[src/rtl/program_loader.sv]
// Boot-time loader: pulls a length-prefixed little-endian image from the UART RX FIFO,
// assembles WORD_BYTES-wide words into instruction memory, then releases the core.
module program_loader #(
  parameter int WORD_BYTES  = 4,
  parameter int IMEM_ADDR_W = 10,
  parameter int MAX_WORDS   = 2**IMEM_ADDR_W
) (
  input  logic                     CLK,
  input  logic                     RST_N,
  input  logic                     Empty,
  input  logic [7:0]               fifo_data_out,
  output logic                     RE_fifo,
  output logic                     imem_we,
  output logic [IMEM_ADDR_W-1:0]   imem_addr,
  output logic [8*WORD_BYTES-1:0]  imem_wdata,
  output logic [31:0]              inst_num,
  output logic                     core_start,
  output logic                     load_err,
  output logic                     busy
);

  localparam int WORD_W = 8 * WORD_BYTES;
  localparam int BC_W   = (WORD_BYTES > 4) ? $clog2(WORD_BYTES) : 2;
  localparam int WC_W   = IMEM_ADDR_W + 1;

  typedef enum logic [1:0] {HDR, BODY, DONE, ERR} state_t;

  state_t            state, state_nxt;
  logic              armed;
  logic              vld_p1;
  logic [BC_W-1:0]   byte_cnt;
  logic [WC_W-1:0]   word_cnt;
  logic [23:0]       hdr_sh;
  logic [WORD_W-1:0] word_sh;
  logic [31:0]       hdr_full;
  logic [WORD_W-1:0] word_full;
  logic              hdr_last, body_last, hdr_bad, words_done, re;

  // New byte enters at the top so the first (least significant) byte ends up at bit 0.
  function automatic logic [WORD_W-1:0] shift_in_word(input logic [WORD_W-1:0] sh,
                                                      input logic [7:0] b);
    shift_in_word = (sh >> 8) | (WORD_W'(b) << (WORD_W - 8));
  endfunction

  assign hdr_full   = {fifo_data_out, hdr_sh};
  assign word_full  = shift_in_word(word_sh, fifo_data_out);
  assign hdr_last   = (state == HDR)  && vld_p1 && (byte_cnt == BC_W'(3));
  assign body_last  = (state == BODY) && vld_p1 && (byte_cnt == BC_W'(WORD_BYTES - 1));
  assign hdr_bad    = (hdr_full == 32'd0) || (hdr_full > 32'(MAX_WORDS));
  assign words_done = (32'(word_cnt) == inst_num);

  // armed keeps the strobe low in the first cycle out of reset
  always_comb begin
    state_nxt = state;
    re        = 1'b0;
    case (state)
      HDR: begin
        re = armed && !Empty && !vld_p1;
        if (hdr_last) state_nxt = hdr_bad ? ERR : BODY;
      end
      BODY: begin
        re = !Empty && !vld_p1 && !words_done;
        if (imem_we && words_done) state_nxt = DONE;
      end
      default: ;
    endcase
  end

  always_ff @(posedge CLK or negedge RST_N) begin
    if (!RST_N) state <= HDR;
    else        state <= state_nxt;
  end

  // p0 -> p1: read strobe issued, byte arrives on fifo_data_out
  always_ff @(posedge CLK or negedge RST_N) begin
    if (!RST_N) begin
      armed      <= 1'b0;
      vld_p1     <= 1'b0;
      byte_cnt   <= '0;
      word_cnt   <= '0;
      imem_we    <= 1'b0;
      imem_addr  <= '0;
      imem_wdata <= '0;
      inst_num   <= '0;
    end else begin
      armed   <= 1'b1;
      vld_p1  <= re;
      imem_we <= body_last;
      if (vld_p1 && (state == HDR || state == BODY))
        byte_cnt <= (hdr_last || body_last) ? '0 : byte_cnt + BC_W'(1);
      if (hdr_last && !hdr_bad)
        inst_num <= hdr_full;
      if (body_last) begin
        imem_addr  <= word_cnt[IMEM_ADDR_W-1:0];
        imem_wdata <= word_full;
        word_cnt   <= word_cnt + WC_W'(1);
      end
    end
  end

  // p1: byte sampled into the assembly registers
  always_ff @(posedge CLK) begin
    if (vld_p1) begin
      if (state == HDR) hdr_sh  <= hdr_full[31:8];
      else              word_sh <= word_full;
    end
  end

  assign RE_fifo    = re;
  assign core_start = (state == DONE);
  assign load_err   = (state == ERR);
  assign busy       = (state == HDR) || (state == BODY);

endmodule
[config.mk]
export PLATFORM = sky130hd
export DESIGN_NAME = program_loader
export DESIGN_NICKNAME = d
export VERILOG_FILES = /design/src/rtl/program_loader.sv
export SDC_FILE = /design/constraint.sdc
export NUM_CORES = 1
export LEC_CHECK = 0
export BUFFER_PORTS_ARGS = -buffer_cell sky130_fd_sc_hd__buf_2
export CAP_MARGIN = 40
export CORE_UTILIZATION = 35
export CTS_CLUSTER_DIAMETER = 50
export DETAILED_ROUTE_END_ITERATION = 10
export GPL_TIMING_DRIVEN = 0
export PLACE_DENSITY = 0.53
export SLEW_MARGIN = 10
export SYNTH_ARGS = -nofsm -noshare
export SYNTH_HDL_FRONTEND = slang
export SYNTH_SLANG_ARGS = --single-unit
[constraint.sdc]
create_clock -name CLK -period 2.9 [get_ports CLK]
set_input_delay 0.29 -clock CLK [delete_from_list [all_inputs] [get_ports CLK]]
set_output_delay 0.29 -clock CLK [all_outputs]
set_load 0.005 [all_outputs]
==> impl_metrics.ini, run 1 <==
[floorplan]
row_count = 44
pin_count = 90
die_w_microns = 124
floorplan.initialDensity = 0.358
die_height_microns = 124
core_area_sq_mm = 0.0145
design.die.area_sq_mm = 0.0153

[finish]
drive_gt1_frac = 0.272
syn_to_final_growth_pct = 25.7
nets = 526
num_antenna_cells = 0
fin_area_sq_mm = 0.00651
layout.cells.non_filler = 710

[worst_setup_path]
worstPathArrival_ps = 2750
crit_start = byte_cnt[0]
reg2reg_slack_ps = 500
critPathCaptureType = flop
critPathLaunchType = flop
crit_end = imem_addr[0]
rr_worst_depth = 8
rr_endpoint = imem_addr[0]
critical_path_class = flop to flop
r2r_start = byte_cnt[0]
crit_fanout = 10
worstPathRequired_ps = 3250

[yosys]
synth_fp_nets = 414
synthArstFlopShare = 0.657
ys_warn_count = 0
syn_inst = 401
yosysSeqAreaShare = 0.723
synth_top_flop_cell = dfrtp_1
synth-edff-count = 48
synth.distinct_cells = 33
ys_seq_elements = 140
syn-cell-area_sq_mm = 0.00518
avgSynthCellArea_sq_um = 12.9

[sta]
drv_slew = 0
finalCriticalPeriod_ps = 2400
clock_skew_ps = 13.1
rsz0062_at_grt = no
setup_viol = 0
tns_ps = 0
period_share = 0.828
max_freq_ghz = 0.416
max_slew_margin = 0.486
hold_viol = 0
worst_slew_pin_slew_ps = 771
fin_ws_ps = 498

[global_route]
grt_pass1_vias = 3106
antenna_found_initial = 0
overflow = 0
grt_max_degree = 58
grt_usage = 0.145
grt_first_pass_wirelength_microns = 16400

[placed_design]
gp_congestion = 0.761
dpl_cell_area_sq_mm = 0.00591
placed_cells_incl_taps = 677
post-place-ws_ps = 444
dp_hpwl_microns = 7400
io_buffers = 89

[cts]
cts-buffers-inserted = 17
post-cts-setup-buffer-count = 0
cts_root_buf = clkbuf_16
cts_tree = built
cts_resized = 0
cts_max_level = 4
cts_max_path_buffers = 2
cts_hold_buf = 1
clkSinkCount = 140
cts.reportedPaths.clkPinSlew_ps = 70
clock_latency_ps = 410

[detailed_routing]
num_vias = 3180
drc = 0
firstDrtPassIters = 4
drt_wl_total_microns = 10400
antenna_left = 0
drt_iter0_drc = 141
wl_per_cell_microns = 14.7
vias_per_cell = 4.48

[flow_run]
cap_violations = 0

[pwr]
p_leak_nw = 3.27
ir_drop_v = 0.000389
finalPower_mw = 4.18
powerDensity_mw_per_mm2 = 642

[status]
status = finished clean

[worst_hold_path]
holdCritPathClass = primary input to flop
-- per-layer routing --
layer	wire length (microns)	vias up	global-route usage	part of all wire
li1	-	1569	-	-
met1	4960	1550	0.200	0.48
met2	5020	53	0.221	0.48
met3	353	8	0.0398	0.034
met4	99	0	0.0512	0.0095
met5	0	-	0	0
-- how the worst min path moves through the flow --
stage                          start            end  slack [ps]  cells past startpoint
floorplan                      RST_N          armed          -6                      0
global placement          word_sh[9]  imem_wdata[1]         430                      2
detailed placement             RST_N  imem_wdata[3]         420                      1
CTS                 fifo_data_out[5]    word_sh[29]          80                      1
global route        fifo_data_out[5]    word_sh[29]          90                      1
finish              fifo_data_out[0]    word_sh[24]         100                      1
-- critical path, cell delays in order (launching register included) --
cell and delay [ps]:
dfrtp_1 370, ha_1 230, and3_1 200, nand2_1 280
inv_1 210, clkbuf_1 380, buf_1 460, nand2_1 140
nand2_1 80
-- sequential cells by signal, indices dropped and copies added (netlist names) --
signal and count:
imem_wdata 32, inst_num 32, hdr_sh 24, word_sh 24, word_cnt 11, imem_addr 10, byte_cnt 2, state 2
armed 1, imem_we 1, vld_p1 1
-- cell type report --
class / instances / area, sq um
fill: 1340 / 7970
sequential: 140 / 3740
clock buffer: 17 / 425
inverter: 3 / 11.3
clock inverter: 15 / 166
buffer: 12 / 63.8
timing repair buffer: 93 / 508
tap: 184 / 230
multi-input combinational: 246 / 1360
-- cells by family (layout without fill, tap and decap cells) --
| group | count (synthesis) | after routing | share of synthesized area |
|---|---|---|---|
| simple gates | 202 | 202 | 0.180 |
| flops | 140 | 140 | 0.723 |
| xor+xnor | 22 | 22 | 0.0372 |
| buf+inv | 15 | 140 | 0.0145 |
| mux | 12 | 12 | 0.0319 |
| compound gates | 7 | 7 | 0.00822 |
| fa+ha+maj | 2 | 2 | 0.00483 |
| other cells | 1 | 1 | 0.000724 |
-- placed cells by master (no fill, tap or decap), types with 3 or more instances in the layout --
master / count
and2_1: 23
and3_1: 4
buf_2: 88
clkbuf_1: 8
clkbuf_16: 17
clkinv_8: 3
dfrtp_1: 92
edfxtp_1: 48
inv_1: 3
inv_6: 4
inv_8: 6
mux2_2: 4
mux2_4: 8
nand2_1: 133
nand3_1: 5
nand4_1: 6
nor2_1: 8
nor4_1: 9
or4_1: 4
xnor2_1: 12
xor2_1: 10
-- report_power, final --
group          switching [mW]  internal [mW]
clock network           0.940           1.16
registers            0.000112           2.04
logic                  0.0337        0.00957
-- metrics by stage --
step,util,hold slack (ps)
after floorplan,-,-5.59
after global placement,0.404,426
after detailed placement,0.408,420
after CTS,0.450,83.5
after global routing,0.450,85.4
final,0.450,98.9
-- synth_stat cells (2+ instances only) --
cell type / count / area share
nor3_1: 2 / 0.0019
nor4_1: 9 / 0.011
mux2_4: 8 / 0.023
dfrtp_1: 92 / 0.44
xor2_1: 10 / 0.017
nand4_1: 6 / 0.0072
edfxtp_1: 48 / 0.28
mux2_2: 4 / 0.0087
inv_1: 3 / 0.0022
nor2_1: 8 / 0.0058
a21oi_1: 2 / 0.0019
clkbuf_2: 2 / 0.0019
and2_1: 23 / 0.028
o21ai_0: 2 / 0.0019
and3_1: 4 / 0.0048
nand3_1: 5 / 0.0048
xnor2_1: 12 / 0.020
or4_1: 4 / 0.0058
ha_1: 2 / 0.0048
clkbuf_1: 8 / 0.0058
nand2_1: 133 / 0.096
nor2b_1: 2 / 0.0024
nor4_2: 2 / 0.0048
Power figures use the tool's default switching activity.
==> inputs of run 2 (changes only) <==
--- a/config.mk
+++ b/config.mk
@@ -5,13 +5,14 @@
 export SDC_FILE = /design/constraint.sdc
 export NUM_CORES = 1
 export LEC_CHECK = 0
+export ABC_AREA = 1
 export BUFFER_PORTS_ARGS = -buffer_cell sky130_fd_sc_hd__buf_2
 export CAP_MARGIN = 40
 export CORE_UTILIZATION = 35
 export CTS_CLUSTER_DIAMETER = 50
 export DETAILED_ROUTE_END_ITERATION = 10
 export GPL_TIMING_DRIVEN = 0
-export PLACE_DENSITY = 0.53
+export PLACE_DENSITY = 0.55
 export SLEW_MARGIN = 10
 export SYNTH_ARGS = -nofsm -noshare
 export SYNTH_HDL_FRONTEND = slang
==> constraint.sdc (replaced) <==
create_clock -name CLK -period 2.1 [get_ports CLK]
set_input_delay 0.21 -clock CLK [delete_from_list [all_inputs] [get_ports CLK]]
set_output_delay 0.21 -clock CLK [all_outputs]
set_load 0.005 [all_outputs]
==> run 2 against run 1 <==
Effect of this change:
- die area rose by 2.5%
- cell count up 16%
- cell area grew 3.2%
- sequential power increased by 38%
- first-iteration DRC count rose by 25%
- combinational power increased by 55%
- clock skew decreased by 5.6 ps
- critical endpoint is now RE_fifo
- total power grew 38%
- utilization increased by 0.72 points
==> impl_metrics.ini, run 2 <==
[worst_hold_path]
holdCritPathClass = primary input to flop
min_to = hdr_sh[22]
worstHoldStart = fifo_data_out[6]
holdPathStages = 1

[detailed_routing]
firstDrtPassIters = 6
drc = 0
antenna_left = 0
drt_wl_total_microns = 11300
vias_per_cell = 4.45
wl_per_cell_microns = 13.7
drt_iter0_drc = 176
num_vias = 3660

[finish]
fin_area_sq_mm = 0.00672
nets = 638
syn_to_final_growth_pct = 26.4
final_cell_mix = nand2_1 (166), dfrtp_1 (92), buf_2 (91)
reg_top3 = imem_wdata (32), inst_num (32)
n_fill_cell = 1383
multiInputGateArea_sq_mm = 0.00132
seqCellArea_sq_mm = 0.00374
drive_gt1_frac = 0.224
num_antenna_cells = 0
final_common_cell = nand2_1

[yosys]
synth_common_cells = nand2_1 (167), dfrtp_1 (92), nor2_1 (63), inv_1 (51), edfxtp_1 (48)
synth-edff-count = 48
synth_top_flop_cell = dfrtp_1
yosysSeqAreaShare = 0.705
yosys-top-cells-area = dfrtp_1 (43%), edfxtp_1 (27%), nand2_1 (12%)
ys_warn_count = 0
synthArstFlopShare = 0.657
synth_top_area_cell = dfrtp_1
synth_fp_nets = 523
synth.distinct_cells = 26
avgSynthCellArea_sq_um = 10.4
syn_inst = 510
synth_most_common_cell = nand2_1
ys_seq_elements = 140
post-synth-top-area-fraction = 0.433
syn-cell-area_sq_mm = 0.00531

[global_route]
grt_max_degree = 50
grt_pass1_vias = 3673
grt_usage = 0.155
overflow = 0
antenna_found_initial = 0
grt_first_pass_wirelength_microns = 18400

[flow_run]
cap_violations = 0

[floorplan]
row_count = 44
floorplan.initialDensity = 0.361
die_height_microns = 125
core_area_sq_mm = 0.0147
design.die.area_sq_mm = 0.0157
die_w_microns = 125
pin_count = 90

[sta]
max_slew_margin = 0.589
period_share = 0.929
drv_slew = 0
finalCriticalPeriod_ps = 1950
fin_ws_ps = 149
worst_slew_pin_slew_ps = 616
clock_skew_ps = 7.48
setup_viol = 0
max_freq_ghz = 0.512
rsz0062_at_grt = yes
hold_viol = 0
tns_ps = 0

[pwr]
powerDensity_mw_per_mm2 = 861
ir_drop_v = 0.000589
p_leak_nw = 3.28

[placed_design]
io_buffers = 89
dp_hpwl_microns = 8300
dpl_cell_area_sq_mm = 0.00607
post-place-ws_ps = 45.9
gp_congestion = 0.825

[worst_setup_path]
reg2reg_slack_ps = 190
rr_endpoint = inst_num[11]
crit_fanout = 5
critPathLaunchType = flop
worstPathArrival_ps = 1740
r2r_start = byte_cnt[0]
worstPathRequired_ps = 1890
critPathCaptureType = output port
critical_path_class = flop to output port
rr_worst_depth = 9

[cts]
clkSinkCount = 140
cts-buffers-inserted = 17
cts_max_path_buffers = 2
clock_latency_ps = 420
cts_max_level = 4
cts_tree = built
cts.reportedPaths.clkPinSlew_ps = 60
cts_root_buf = clkbuf_16

[status]
status = finished clean
run 2: layout make-up:
| type | instances | area share |
|---|---|---|
| sequential | 140 | 0.557 |
| timing repair buffer | 96 | 0.0842 |
| clock inverter | 12 | 0.0209 |
| tap | 184 | 0.0343 |
| inverter | 57 | 0.0319 |
| buffer | 14 | 0.00987 |
| clock buffer | 20 | 0.0650 |
| multi-input combinational | 299 | 0.197 |
run 2: where the power goes:
| group | internal (mW) | switching, mW | total [mW] |
|---|---|---|---|
| combinational | 0.0170 | 0.0503 | 0.0673 |
| sequential | 2.82 | 0.000219 | 2.82 |
| clock | 1.76 | 1.14 | 2.90 |
run 2: per-stage QoR:
stage | utilization | power [mW] | cells | hold slack [ps]
after floorplan | - | 2.88 | 510 | -85.6
after global placement | 0.407 | 2.93 | 783 | 432
after detailed placement | 0.413 | 2.94 | 786 | 262
after CTS | 0.453 | 5.84 | 819 | 2.91
after global routing | 0.457 | 5.97 | 822 | 1.02
final | 0.457 | 5.78 | 822 | 21.8
run 2: worst max-delay path, stage by stage, from the launching register on:
cell and delay [ps]:
dfrtp_1 440, inv_1 100, nand2_1 50, nand2_1 90, nand3_1 100, nor2_2 150, nand3_1 100, nand3_1 80
nand2_1 70, buf_2 130
run 2: repair_timing:
action                     4_1_cts  5_1_grt
buffers inserted                 0        2
gates resized for setup          0       12
setup endpoints to repair        0       52
hold buffers                     1        1
hold endpoints to repair        43        2
run 2: kinds of logic after synthesis:
| family | after synthesis | synth area share |
|---|---|---|
| XOR/XNOR | 11 | 0.0181 |
| other | 1 | 0.000706 |
| AO/OA/AOI/OAI | 26 | 0.0259 |
| buffers and inverters | 71 | 0.0513 |
| flip-flops | 140 | 0.705 |
| adder cells (fa/ha/maj) | 2 | 0.00471 |
| AND/OR/NAND/NOR | 259 | 0.195 |
run 2: routing by layer:
layer  part of all wire  global-route usage  vias up
met5                  0                   0        -
met4              0.019              0.0646        0
met1               0.46               0.192     1760
li1                   -                   -     1824
met3              0.035              0.0479       15
met2               0.49               0.250       61
run 2: worst max-delay path by stage:
stage                      from  slack [ps]             end
floorplan              state[1]          70       hdr_sh[0]
global placement       state[0]        -430     word_sh[29]
detailed placement  byte_cnt[0]          50  imem_wdata[18]
CTS                 byte_cnt[0]          10  imem_wdata[18]
global route        word_cnt[6]         -10         RE_fifo
finish              word_cnt[0]         150         RE_fifo
==> inputs of run 3 (changes only) <==
--- a/config.mk
+++ b/config.mk
@@ -8,11 +8,11 @@
 export ABC_AREA = 1
 export BUFFER_PORTS_ARGS = -buffer_cell sky130_fd_sc_hd__buf_2
 export CAP_MARGIN = 40
-export CORE_UTILIZATION = 35
+export CORE_UTILIZATION = 50
 export CTS_CLUSTER_DIAMETER = 50
 export DETAILED_ROUTE_END_ITERATION = 10
 export GPL_TIMING_DRIVEN = 0
-export PLACE_DENSITY = 0.55
+export PLACE_DENSITY = 0.74
 export SLEW_MARGIN = 10
 export SYNTH_ARGS = -nofsm -noshare
 export SYNTH_HDL_FRONTEND = slang
==> run 3 against run 2 <==
Effect of this change:
- critical path depth unchanged
- worst setup slack got worse by 100 ps
- sequential power about the same
- sequential share of layout area increased by 0.071 points
- clock power decreased by 2%
- global-route usage increased by 6.9 points
==> impl_metrics.ini, run 3 (synthesized netlist as in run 2, its figures left out) <==
[status]
status = finished clean

[placed_design]
io_buffers = 89
placed_cells_incl_taps = 738
gp_congestion = 0.801
dp_hpwl_microns = 7660

[global_route]
overflow = 0
grt_pass1_vias = 3835
grt_first_pass_wirelength_microns = 18600
grt_max_degree = 67
antenna_found_initial = 0
grt_usage = 0.224

[sta]
worst_slew_pin_slew_ps = 657
period_share = 0.977
max_slew_margin = 0.562
clock_skew_ps = 9.80
hold_viol = 0
max_freq_ghz = 0.487
whs_ps = 150
setup_viol = 0
tns_ps = 0
finalCriticalPeriod_ps = 2050
drv_slew = 0
rsz0062_at_grt = yes

[cts]
cts_max_path_buffers = 2
cts_root_buf = clkbuf_8
cts_tree = built
clkSinkCount = 140
cts_max_level = 4
cts.reportedPaths.clkPinSlew_ps = 60
clock_latency_ps = 520
cts-buffers-inserted = 17

[worst_setup_path]
worstPathArrival_ps = 1840
cp_slowest_stage_delay_ps = 400
path_common_cell = nand2_1
crit_fanout = 3
path_buf_inv = 1
critPathCaptureType = output port
crit_family = simple AND/OR/NAND/NOR gates
worstPathRequired_ps = 1890
crit_slowest_cell = dfrtp_1
critPathLaunchType = flop
critical_path_class = flop to output port
crit_chain = nor2_1 -> nand2_1 -> nor2_2 -> nand2_1 -> nor2_2 -> nand3_1 -> nand3_1 -> nand2_1 -> buf_2

[detailed_routing]
drt_wl_total_microns = 11300
vias_per_cell = 4.89
num_vias = 3829
drt_iter0_drc = 230
firstDrtPassIters = 4
antenna_left = 0
wl_per_cell_microns = 14.4
drc = 0

[floorplan]
core_area_sq_mm = 0.0103
floorplan.initialDensity = 0.515
die_w_microns = 105
pin_count = 90
die_height_microns = 105
row_count = 37
design.die.area_sq_mm = 0.0110

[pwr]
powerDensity_mw_per_mm2 = 853
ir_drop_v = 0.000500
finalPower_mw = 5.72
p_leak_nw = 3.30

[finish]
final_cell_mix = nand2_1 (167), buf_2 (92), dfrtp_1 (91)
drive_gt1_frac = 0.226
layout.cells.non_filler = 783
syn_to_final_growth_pct = 26.3
reg_top3 = imem_wdata (32), inst_num (32)
final_common_cell = nand2_1
nets = 647
num_antenna_cells = 0

[flow_run]
cap_violations = 0

[worst_hold_path]
holdCritPathClass = primary input to async pin
[run 3: path summary, 6_finish.rpt]
check / slack [ps] / endpoint / cells past startpoint / start
min in group CLK: 430 / word_sh[30] / 2 / fifo_data_out[6]
min reg2reg: 450 / imem_wdata[0] / 2 / word_sh[8]
max reg2reg: 190 / imem_wdata[18] / 7 / byte_cnt[0]
min: 150 / inst_num[24] / 2 / RST_N
max in group asynchronous: 1280 / word_cnt[0] / 3 / RST_N
max: 50 / RE_fifo / 9 / inst_num[17]
[run 3: cell type report]
cell class	instances	area [sq um]
repair buffers	105	641
well taps	136	170
fillers	772	3610
clock buffers	17	414
multi-input cells	299	1320
flip-flops and latches	140	3740
clock inverters	15	150
inverters	57	214
plain buffers	14	61.3
[run 3: report_power, final]
part | switching [mW] | internal [mW]
combinational | 0.0511 | 0.0267
clock | 1.22 | 1.61
sequential | 0.000341 | 2.82
total | 1.27 | 4.45
[run 3: metrics by stage]
stage | area (sq um) | utilization | worst slack [ps]
floorplan | 5310 | - | 73.5
global placement | 5930 | 0.574 | -332
global route | 6710 | 0.650 | -62.7
finish | 6710 | 0.650 | 48.4
CTS | 6670 | 0.646 | 3.63
detailed placement | 5990 | 0.581 | 106
[run 3: routing by layer]
layer / GRT usage / wire length, microns / vias up
met1: 0.278 / 4790 / 1886
met5: 0 / 0 / -
li1: - / - / 1849
met2: 0.377 / 5920 / 85
met4: 0.0845 / 121 / 0
met3: 0.0580 / 464 / 9
[run 3: repair_timing]
item	4_1_cts	5_1_grt
endpoints found under the hold margin	55	0
buffers inserted	1	2
endpoints found under the setup margin	1	30
pin swaps	0	3
hold buffers	10	0
resized for setup	1	6
